===== src/rtl/mat_outer_prod.sv =====
// 3x3 int8 outer-product generator: loads A and B, streams P_k = A[:,k] x B[k,:].
// Build option MAT_OUTER_PROD_SAT_EN saturates each product to int8 instead of wrapping.
module mat_outer_prod (
  input  logic       i_clk,
  input  logic       i_rst,
  input  logic       i_clk_e,
  input  logic [7:0] s_axis_data,
  input  logic       s_axis_valid,
  output logic       s_axis_ready,
  input  logic       s_axis_last,
  output logic [7:0] m_axis_data,
  output logic       m_axis_valid,
  input  logic       m_axis_ready,
  output logic       m_axis_last,
  output logic       o_frame_err
);

  typedef enum logic {
    ST_LOAD,
    ST_EMIT
  } state_t;

  state_t      state_q;
  state_t      state_d;
  logic [4:0]  idx_q;
  logic [1:0]  k_q;
  logic [1:0]  i_q;
  logic [1:0]  j_q;
  logic [7:0]  mem_q [18];
  logic        err_q;

  logic        s_fire;
  logic        m_fire;
  logic        idx_last;
  logic        beat_last;
  logic [4:0]  a_idx;
  logic [4:0]  b_idx;
  logic signed [7:0] a_op;
  logic signed [7:0] b_op;
  logic signed [7:0] res;

  assign s_axis_ready = (state_q == ST_LOAD);
  assign m_axis_valid = (state_q == ST_EMIT);

  assign s_fire = s_axis_valid & s_axis_ready & i_clk_e;
  assign m_fire = m_axis_valid & m_axis_ready & i_clk_e;

  assign idx_last  = (idx_q == 5'd17);
  assign beat_last = (k_q == 2'd2) & (i_q == 2'd2)
                   & (j_q == 2'd2);

  assign m_axis_last = m_axis_valid & beat_last;
  assign o_frame_err = err_q;

  // A[i][k] lives at 3*i+k, B[k][j] at 9+3*k+j.
  assign a_idx = {3'b000, i_q} + {3'b000, i_q}
               + {3'b000, i_q} + {3'b000, k_q};
  assign b_idx = 5'd9
               + {3'b000, k_q} + {3'b000, k_q}
               + {3'b000, k_q} + {3'b000, j_q};

  assign a_op = mem_q[a_idx];
  assign b_op = mem_q[b_idx];

`ifdef MAT_OUTER_PROD_SAT_EN
  logic signed [15:0] a_ext;
  logic signed [15:0] b_ext;
  logic signed [15:0] prod_f;

  assign a_ext  = $signed({{8{a_op[7]}}, a_op});
  assign b_ext  = $signed({{8{b_op[7]}}, b_op});
  assign prod_f = a_ext * b_ext;

  // Clamp the full product into the int8 range.
  always_comb begin
    res = prod_f[7:0];
    if (prod_f > 16'sd127) begin
      res = 8'sd127;
    end else if (prod_f < -16'sd128) begin
      res = -8'sd128;
    end
  end
`else
  // 8-bit context keeps only the low byte: modular wrap.
  assign res = a_op * b_op;
`endif

  assign m_axis_data = m_axis_valid ? res : 8'h00;

  // State register.
  always_ff @(posedge i_clk) begin
    if (i_rst) begin
      state_q <= ST_LOAD;
    end else if (i_clk_e) begin
      state_q <= state_d;
    end
  end

  // Next state: beat count ends LOAD, last term ends EMIT.
  always_comb begin
    state_d = state_q;
    case (state_q)
      ST_LOAD: begin
        if (s_fire && idx_last) begin
          state_d = ST_EMIT;
        end
      end
      ST_EMIT: begin
        if (m_fire && beat_last) begin
          state_d = ST_LOAD;
        end
      end
      default: state_d = ST_LOAD;
    endcase
  end

  // Load index walks 0..17 over the operand frame.
  always_ff @(posedge i_clk) begin
    if (i_rst) begin
      idx_q <= 5'd0;
    end else if (s_fire) begin
      idx_q <= idx_last ? 5'd0 : idx_q + 5'd1;
    end
  end

  // Operand storage, cleared on reset, kept after EMIT.
  always_ff @(posedge i_clk) begin
    if (i_rst) begin
      for (int n = 0; n < 18; n++) begin
        mem_q[n] <= 8'h00;
      end
    end else if (s_fire) begin
      mem_q[idx_q] <= s_axis_data;
    end
  end

  // Nested k/i/j beat counters, j innermost.
  always_ff @(posedge i_clk) begin
    if (i_rst) begin
      k_q <= 2'd0;
      i_q <= 2'd0;
      j_q <= 2'd0;
    end else if (m_fire) begin
      if (j_q == 2'd2) begin
        j_q <= 2'd0;
        if (i_q == 2'd2) begin
          i_q <= 2'd0;
          k_q <= (k_q == 2'd2) ? 2'd0 : k_q + 2'd1;
        end else begin
          i_q <= i_q + 2'd1;
        end
      end else begin
        j_q <= j_q + 2'd1;
      end
    end
  end

  // Flag an accepted beat whose last bit disagrees with the count.
  always_ff @(posedge i_clk) begin
    if (i_rst) begin
      err_q <= 1'b0;
    end else if (i_clk_e) begin
      err_q <= s_fire & (s_axis_last != idx_last);
    end
  end

endmodule


===== config.mk =====
export PLATFORM = sky130hd
export DESIGN_NAME = mat_outer_prod
export DESIGN_NICKNAME = d
export VERILOG_FILES = /design/src/rtl/mat_outer_prod.sv
export SDC_FILE = /design/constraint.sdc
export NUM_CORES = 1
export LEC_CHECK = 0
export ABC_AREA = 1
export BUFFER_PORTS_ARGS = -buffer_cell sky130_fd_sc_hd__buf_2
export CORE_MARGIN = 2
export CORE_UTILIZATION = 55
export CTS_CLUSTER_SIZE = 30
export DETAILED_ROUTE_END_ITERATION = 8
export GPL_TIMING_DRIVEN = 0
export PLACE_DENSITY = 0.76
export SLEW_MARGIN = 5
export SYNTH_ARGS = -nofsm -noshare
export SYNTH_HDL_FRONTEND = slang
export SYNTH_SLANG_ARGS = --single-unit

===== constraint.sdc =====
create_clock -name i_clk -period 8.52 [get_ports i_clk]
set_input_delay 0.426 -clock i_clk [delete_from_list [all_inputs] [get_ports i_clk]]
set_output_delay 0.426 -clock i_clk [all_outputs]
set_load 0.01 [all_outputs]

==> out/metrics.cfg, run 1 <==
[status]
status = complete, no violations

[setup_path]
path_delay_family = adder cells
cp.depth = 30
required_ns = 8.09
worst-path-buf-inv = 9
crit_path_end_kind = output pin
reg2regPathDepth = 9
timing_worst_setup_path_type = reg2out
slowest_stage = fa_1
reg2reg_slack_ns = 5.32
cp_slowest_stage_delay_ns = 0.57
cp.arrival_ns = 7.12
startpoint_type = flop
cp_max_fo = 10

[synth]
muxShareOfSynthArea_pct = 0
ys_warn_count = 0
synth_nets = 1303
synth_xor_xnor_area_share_pct = 0.523
synthesis.area_um2 = 11000
yosys-top-cells-area = edfxtp_1, nand2_1, nand3_1
ys_ff_latch = 205
synth_ff_type = edfxtp_1
synth-adder-area-share_pct = 6.09
synth_top_family_by_area = simple AND/OR/NAND/NOR gates
synth.avg_cell_area_um2 = 8.84
synth_compound_area_share_pct = 2.11
netlist_instances = 1245
yosys.area_share.simple_pct = 30.0
yosysSeqAreaShare_pct = 54.7
synth_area_leader_cell = edfxtp_1
yosys.area.top_type_share_pct = 52.4
ys_top_cells_by_count = nand2_1, nand3_1, nor2_1
synth.distinct_cells = 32
synth_most_common_cell = nand2_1
synth-edff-count = 192
ys_async_sr_fraction_pct = 0

[route]
routed_wl_um = 31900
vias_per_cell = 5.85
drc_errors = 0
drt_first_pass_iters = 5
ant_nets = 0
vias = 9199
drt_iter0_markers = 986
wl_per_cell_um = 20.3

[timing]
final.setup.worst_slack_ns = 0.975
setup_violations = 0
fmax_mhz = 133
grt_setup_unrepaired = no
clock_skew_ns = 0.0176
min_period_ns = 7.54
drv_slew = 0
hold_viol = 0
slew_headroom_pct = 30.2
worstMarginPinSlew_ns = 1.04
fin_crit_sh_pct = 88.6
holdWs_ns = 0.192
finalSetupTns_ns = 0

[global_routing]
grt_usage_pct = 30.1
use_met2_pct = 49.4
grt.met1_usage_pct = 40.0
grt-ovfl-total = 0
grt_max_degree = 14
grt_pass1_vias = 8984
grt_use_met3_pct = 6.30
grt_pass1_wl_um = 49300
antenna_found_initial = 0
grt-busiest-layer = met2

[floorplan]
die_width_um = 145
rows = 51
pin_count = 26
die_y_um = 145
initial_core_util_pct = 56.4
die_area_um2 = 21200
core_area_um2 = 19500

[finish]
multi_input_area_um2 = 4270
fin_util_pct = 62.2
final_cell_count_no_fill = 1573
register_area_um2 = 6030
drive_above_1_share_pct = 8.94
fill_cells = 1637
diodes = 0
area_growth_pct = 10.3
final_nets = 1352
design_area_um2 = 12100

[power]
leakage_nw = 4.90
finalPower_mw = 2.16
p_per_area_nw_per_um2 = 178
peakVddDrop_mv = 0.144

[place]
numPortBuffers = 24
place_ws_ns = 1.64
dpl-instance-area_um2 = 11500
place.gp.congestion = 0.990
place_hpwl_um = 23100
dp.cells = 1534

[clock_tree]
htree_levels = 1
clkLatencyLatePin_ns = 0.51
cts.path.max_buffers = 3
cts.reportedPaths.clkPinSlew_ns = 0.06
cts.sinks = 205
cts_inserted_buffers = 23
cts_hold_buf = 0
ctsResizeCount = 0
cts_root_buf = clkbuf_16
cts_tree = done
postCtsSetupBuffers = 0

[job]
maxCapViolCount = 0

[min_path]
worstHoldPathCells = 3
hold_path_class = in2reg

-- registers in the layout, indices dropped and copies added (netlist names) --
| register | cells |
|---|---|
| i_q | 2 |
| idx_q | 5 |
| j_q | 2 |
| k_q | 2 |
| m_axis_valid | 1 |
| mem_q | 192 |
| o_frame_err | 1 |
-- per-layer routing --
layer	wire (um)	part of all wire, %
met5	0	0
met1	12600	39
met2	15100	47
met4	931	2.9
met3	3310	10
-- final timing paths --
| check | start | end |
|---|---|---|
| setup / recovery | k_q[1] | m_axis_data[7] |
| hold / removal | s_axis_last | o_frame_err |
| setup reg to reg | m_axis_valid | mem_q[22][4] |
| hold reg to reg | o_frame_err | o_frame_err |
-- worst reg2reg max path, stage by stage, from the launching register on --
cell	delay [ns]
dfxtp_1	0.30
clkbuf_1	0.19
inv_1	0.32
nand3_1	0.26
nor2_1	0.21
inv_2	0.11
buf_2	0.23
nor2_1	0.12
nand3_1	0.20
nor2_1	0.86
-- cell type report --
class,instances,area share [%]
well taps,265,2.73
multi-input cells,881,35.1
plain buffers,61,2.91
flip-flops and latches,205,49.6
clock inverters,11,0.701
clock buffers,28,4.89
repair buffers,24,0.989
inverters,98,3.03
-- logic make-up (layout without fill, tap and decap cells) --
| kind of cell | after synthesis | count (layout) |
|---|---|---|
| buffers and inverters | 159 | 222 |
| DFF | 205 | 205 |
| adders and majority gates | 44 | 44 |
| xor gates and xnor gates | 5 | 5 |
| AOI/OAI and AO/OA | 39 | 39 |
| and+or+nand+nor | 793 | 793 |
-- layout by cell type (no fill, tap or decap), types with 2 or more instances in the layout --
master	netlist	routed
nor2_2	3	3
buf_6	6	6
o211ai_1	4	4
clkinv_2	0	4
xor2_1	3	3
edfxtp_1	192	192
clkbuf_16	0	23
nor2_1	202	202
a21oi_1	10	10
nand2_2	4	4
nand3_1	226	226
inv_2	4	4
buf_4	10	10
inv_1	93	93
nor3_1	5	4
clkinvlp_4	0	2
clkbuf_1	12	17
nand2_1	348	348
o21ai_0	14	14
a31oi_1	2	2
nand3b_1	4	4
a211oi_1	4	4
buf_2	33	57
dfxtp_1	13	13
fa_1	16	16
ha_1	28	28
clkinv_1	1	4
-- where the power goes --
group	switching (mW)	leakage [nW]	total (mW)	internal (mW)
combinational	0.0745	2.54	0.104	0.0293
sequential	0.0124	2.03	1.14	1.12
clock	0.396	0.329	0.920	0.525
total	0.483	4.90	2.16	1.68
Note: power is estimated with default switching activity, not from simulation.
==> run 2: changes to the inputs <==
--- a/config.mk
+++ b/config.mk
@@ -5,14 +5,14 @@
 export SDC_FILE = /design/constraint.sdc
 export NUM_CORES = 1
 export LEC_CHECK = 0
-export ABC_AREA = 1
+export ABC_AREA = 0
 export BUFFER_PORTS_ARGS = -buffer_cell sky130_fd_sc_hd__buf_2
 export CORE_MARGIN = 2
 export CORE_UTILIZATION = 55
 export CTS_CLUSTER_SIZE = 30
 export DETAILED_ROUTE_END_ITERATION = 8
 export GPL_TIMING_DRIVEN = 0
-export PLACE_DENSITY = 0.76
+export PLACE_DENSITY = 0.77
 export SLEW_MARGIN = 5
 export SYNTH_ARGS = -nofsm -noshare
 export SYNTH_HDL_FRONTEND = slang
==> constraint.sdc (replaced) <==
create_clock -name i_clk -period 9.3 [get_ports i_clk]
set_input_delay 0.465 -clock i_clk [delete_from_list [all_inputs] [get_ports i_clk]]
set_output_delay 0.465 -clock i_clk [all_outputs]
set_load 0.01 [all_outputs]
==> run 2 against run 1 <==
  * Design area decreased by 3.6%
  * Flip-flop and latch count unchanged
  * Via count decreased by 28%
  * Count of clock-buffer cells in the layout decreased by 4
  * Combinational power decreased by 6%
  * Global-route usage decreased by 3.4 points
  * Sequential power decreased by 9%
  * Utilization increased by 0.38 points
==> out/metrics.cfg, run 2 <==
[place]
numPortBuffers = 25
dpl-instance-area_um2 = 10900
place_hpwl_um = 18400
place.gp.congestion = 0.906

[clock_tree]
postCtsSetupBuffers = 0
cts_root_buf = clkbuf_16
cts_hold_buf = 0
cts_tree = done
cts.reportedPaths.clkPinSlew_ns = 0.06
cts.path.max_buffers = 3
cts_inserted_buffers = 22
ctsResizeCount = 0
htree_levels = 1
cts.sinks = 205
clkLatencyLatePin_ns = 0.51

[min_path]
min_from = s_axis_data[2]
min_to = mem_q[7][2]
hold_path_class = in2reg
worstHoldPathCells = 2

[floorplan]
die_area_um2 = 20200
core_area_um2 = 18700
initial_core_util_pct = 56.1
die_y_um = 142
die_width_um = 142
pin_count = 26
rows = 50

[timing]
holdWs_ns = 0.300
finalSetupTns_ns = 0
fmax_mhz = 121
slew_headroom_pct = 35.8
clock_skew_ns = 0.0114
worstMarginPinSlew_ns = 0.957
fin_crit_sh_pct = 89.0
grt_setup_unrepaired = no
drv_slew = 0
setup_violations = 0
hold_viol = 0
min_period_ns = 8.28

[synth]
synth-edff-count = 192
ys_ff_latch = 205
synth_ff_type = edfxtp_1
synth_area_leader_cell = edfxtp_1
synth.avg_cell_area_um2 = 14.0
synth.distinct_cells = 42
yosysSeqAreaShare_pct = 57.5
yosys-top-cells-area = edfxtp_1, mux4_2, nor2_1
ys_async_sr_fraction_pct = 0
ys_warn_count = 0
netlist_instances = 751
ys_top_cells_by_count = edfxtp_1, nor2_1, mux4_2
synth_most_common_cell = edfxtp_1
synthesis.area_um2 = 10500
yosys.area.top_type_share_pct = 55.0
synth_nets = 809

[route]
drc_errors = 0
vias_per_cell = 6.31
vias = 6625
ant_nets = 0
routed_wl_um = 26000
drt_iter0_markers = 856
drt_first_pass_iters = 5
wl_per_cell_um = 24.8

[job]
maxCapViolCount = 0

[setup_path]
crit_path_end_kind = output pin
cp.arrival_ns = 7.81
cp_slowest_stage_delay_ns = 0.63
path_delay_family = adder cells
r2r-start = m_axis_valid
startpoint_type = flop
required_ns = 8.84
slowest_stage = clkbuf_1
cp_common_cell = fa_1
timing_worst_setup_path_type = reg2out
worst_r2r_endpoint = mem_q[12][6]
worstPathCellList = inv_1 -> fa_1 -> inv_1 -> ha_1 -> fa_1 -> clkbuf_1 -> nor2b_1 -> a221oi_2 -> or2_2 -> fa_1 -> inv_1 -> fa_1 -> fa_1 -> inv_1 -> fa_1 -> inv_1 -> ha_1 -> a21oi_1 -> xnor2_1 -> xnor2_1 -> xnor3_1 -> mux2i_1 -> buf_2
worst-path-buf-inv = 7
reg2reg_slack_ns = 6.13
reg2regPathDepth = 7
cp_max_fo = 9

[finish]
drive_above_1_share_pct = 17.8
largest_register_ffs = 192
design_area_um2 = 11700
mostFrequentLayoutCells = edfxtp_1, nor2_1, mux4_2, inv_1, and2_1
top_register = mem_q
final_nets = 858
area_growth_pct = 11.6
reg_top3 = mem_q x192, idx_q x5
fin_util_pct = 62.6
final_common_cell = edfxtp_1
diodes = 0

[global_routing]
grt-ovfl-total = 0
grt_pass1_vias = 6797
grt_pass1_wl_um = 39700
grt_usage_pct = 26.7
grt_max_degree = 15
antenna_found_initial = 0

[power]
p_per_area_nw_per_um2 = 178
leakage_nw = 4.18
peakVddDrop_mv = 0.112
finalPower_mw = 2.09

[status]
status = complete, no violations

[run 2: worst max path at each step]
stage / startpoint / to / slack, ns / depth (start not counted)
3_3_place_gp: k_q[1] / m_axis_data[7] / 1.85 / 23
2_1_floorplan: k_q[1] / m_axis_data[7] / 2.58 / 22
5_1_grt: k_q[1] / m_axis_data[7] / 0.73 / 23
6_report: k_q[1] / m_axis_data[7] / 1.02 / 23
3_5_place_dp: k_q[1] / m_axis_data[7] / 1.63 / 23
4_1_cts: k_q[1] / m_axis_data[7] / 1.06 / 23
[run 2: kinds of logic (layout without fill, tap and decap cells)]
family,after synthesis,count (layout),share of synthesized area [%]
mux,72,72,15.2
xor+xnor,16,16,1.47
buf+inv,85,150,3.78
compound gates,45,45,3.59
flops,205,205,57.5
fa+ha+maj,44,44,6.40
simple gates,284,284,12.1
[run 2: through the flow]
stage,cells,worst slack [ns]
floorplan,751,2.58
global placement,1010,1.85
detailed placement,1010,1.63
CTS,1050,1.06
global route,1050,0.726
finish,1050,1.02
[run 2: final cells by class]
type                    count  area, um2
plain buffers              41        231
clock buffers              24        579
clock inverters            16        211
fillers                  1343       7000
inverters                  44        165
multi-input cells         461       4070
flip-flops and latches    205       6030
well taps                 234        293
repair buffers             25        125
[run 2: power breakdown]
part           leakage (nW)  switching, mW  internal (mW)
Clock                 0.380          0.362          0.590
Sequential             2.02        0.00996           1.03
Combinational          1.78         0.0613         0.0369
Total                  4.18          0.434           1.65
[run 2: routing by layer]
| layer | up-vias | routed length, um | global-route usage [%] |
|---|---|---|---|
| met3 | 55 | 2660 | 5.08 |
| met5 | - | 0 | 0 |
| met2 | 416 | 13000 | 45.1 |
| met1 | 3313 | 9800 | 36.3 |
| met4 | 0 | 510 | 6.58 |
| li1 | 2841 | - | - |
==> run 3: changes to the inputs <==
--- a/config.mk
+++ b/config.mk
@@ -9,6 +9,7 @@
 export BUFFER_PORTS_ARGS = -buffer_cell sky130_fd_sc_hd__buf_2
 export CORE_MARGIN = 2
 export CORE_UTILIZATION = 55
+export CTS_BUF_LIST = sky130_fd_sc_hd__clkbuf_2
 export CTS_CLUSTER_SIZE = 30
 export DETAILED_ROUTE_END_ITERATION = 8
 export GPL_TIMING_DRIVEN = 0
==> run 3 against run 2 <==
  * Routed wire length is 1.2% lower
  * Sequential share of layout area grew 1.6 points
  * Largest power group unchanged
  * Power down 20%
  * Worst setup slack worse by 0.27 ns
  * Sequential power is essentially flat
  * Critical path depth is the same
  * Largest cell class unchanged
  * Design area fell by 3.1%
  * Count of clock-buffer cells in the layout increased by 40
  * Highest routed layer unchanged
  * Critical endpoint unchanged
  * Maximum frequency fell by 3.2%
  * Non-clock buffer count rose by 5
  * Utilization shrank 1.9 points
  * Combinational power rose by 1%
==> out/metrics.cfg, run 3 (synthesis gave the netlist of run 2 again) <==
[status]
status = complete, no violations

[floorplan]
rows = 50
die_width_um = 142
die_y_um = 142
initial_core_util_pct = 56.1
pin_count = 26
core_area_um2 = 18700
die_area_um2 = 20200

[finish]
largest_register_ffs = 192
mostFrequentLayoutCells = edfxtp_1, nor2_1, clkbuf_2, mux4_2, inv_1
fill_cells = 1431
reg_top3 = mem_q x192, idx_q x5
final_nets = 889
multi_input_area_um2 = 4070
final_common_cell = edfxtp_1
area_growth_pct = 8.17
fin_util_pct = 60.6
final_cell_count_no_fill = 1095
top_register = mem_q
drive_above_1_share_pct = 20.6
register_area_um2 = 6030

[clock_tree]
cts.path.max_buffers = 3
cts_inserted_buffers = 48
postCtsSetupBuffers = 0
cts_root_buf = clkbuf_2
clkLatencyLatePin_ns = 0.78
htree_levels = 2
cts_tree = done
cts.reportedPaths.clkPinSlew_ns = 0.10
cts.sinks = 205

[setup_path]
startpoint_type = flop
worstSetupStartpoint = k_q[1]
cp_slowest_stage_delay_ns = 0.61
reg2regPathDepth = 7
worstPathCellList = inv_1 -> fa_1 -> inv_1 -> ha_1 -> fa_1 -> clkbuf_1 -> nor2b_1 -> a221oi_2 -> or2_2 -> fa_1 -> inv_1 -> fa_1 -> fa_1 -> inv_1 -> fa_1 -> inv_1 -> ha_1 -> a21oi_1 -> xnor2_1 -> xnor2_1 -> xnor3_1 -> mux2i_1 -> buf_2
worst-path-buf-inv = 7
r2r-start = m_axis_valid
slowest_stage = clkbuf_1
crit_path_end_kind = output pin
path_delay_family = adder cells
cp.depth = 23
reg2reg_slack_ns = 6.09
worst_r2r_endpoint = mem_q[12][3]
cp.arrival_ns = 8.08
endpoint = m_axis_data[7]
cp_max_fo = 9
required_ns = 8.84
timing_worst_setup_path_type = reg2out
cp_common_cell = fa_1

[place]
dp.cells = 1010
place_ws_ns = 1.63
place_hpwl_um = 18400
place.gp.congestion = 0.906
numPortBuffers = 25

[global_routing]
grt_pass1_wl_um = 39200
antenna_found_initial = 1
grt_usage_pct = 26.5
grt_max_degree = 13
grt-ovfl-total = 0
grt_pass1_vias = 6964

[min_path]
hold_path_class = in2reg

[timing]
drv_slew = 0
fmax_mhz = 117
worstMarginPinSlew_ns = 0.960
slew_headroom_pct = 35.8
clock_skew_ns = 0.0658
min_period_ns = 8.55
final.setup.worst_slack_ns = 0.753
finalSetupTns_ns = 0
fin_crit_sh_pct = 91.9
setup_violations = 0
hold_viol = 0
grt_setup_unrepaired = no

[route]
ant_nets = 0
wl_per_cell_um = 23.4
vias = 6769
routed_wl_um = 25700
drc_errors = 0
drt_iter0_markers = 836
vias_per_cell = 6.18
drt_first_pass_iters = 5

[job]
maxCapViolCount = 0

[power]
peakVddDrop_mv = 0.0706
p_per_area_nw_per_um2 = 147
leakage_nw = 4.11

==> run 3: worst min path at each step <==
| stage | startpoint | to | slack, ns | depth (start not counted) |
|---|---|---|---|---|
| 3_3_place_gp | k_q[1] | k_q[1] | 0.51 | 2 |
| 4_1_cts | s_axis_data[1] | mem_q[3][1] | 0.007 | 2 |
| 6_report | s_axis_data[6] | mem_q[7][6] | 0.05 | 2 |
| 5_1_grt | s_axis_data[6] | mem_q[11][6] | 0.006 | 2 |
| 2_1_floorplan | k_q[1] | k_q[1] | 0.49 | 2 |
| 3_5_place_dp | j_q[0] | j_q[0] | 0.54 | 2 |
==> run 3: per-stage QoR <==
| stage | power [mW] | hold slack, ns | instance area [um2] |
|---|---|---|---|
| floorplan | 1.12 | 0.487 | 10500 |
| global placement | 1.15 | 0.509 | 10900 |
| detailed placement | 1.15 | 0.536 | 10900 |
| CTS | 1.66 | 0.00676 | 11300 |
| global route | 1.72 | 0.00555 | 11300 |
| finish | 1.66 | 0.0460 | 11300 |
==> run 3: layout make-up <==
| type | instances | share of cell area [%] |
|---|---|---|
| antenna | 1 | 0.0221 |
| buffer | 41 | 2.04 |
| clock buffer | 64 | 2.82 |
| clock inverter | 15 | 0.496 |
| inverter | 44 | 1.46 |
| multi-input combinational | 461 | 35.9 |
| sequential | 205 | 53.1 |
| tap | 234 | 2.58 |
| timing repair buffer | 30 | 1.54 |
==> run 3: timing repair <==
item,in CTS,in global routing
resized for setup,0,0
hold buffers,5,0
endpoints found under the hold margin,10,0
==> run 3: power breakdown <==
part,total [mW],switching [mW],internal (mW)
logic,0.0992,0.0609,0.0383
clock network,0.528,0.343,0.185
registers,1.04,0.00988,1.03
total,1.66,0.414,1.25
==> run 3: per-layer routing <==
| layer | GRT usage [%] | share of wire (%) |
|---|---|---|
| met4 | 8.26 | 2.6 |
| met3 | 7.07 | 11 |
| met2 | 43.5 | 49 |
| met1 | 34.9 | 37 |
| met5 | 0 | 0 |
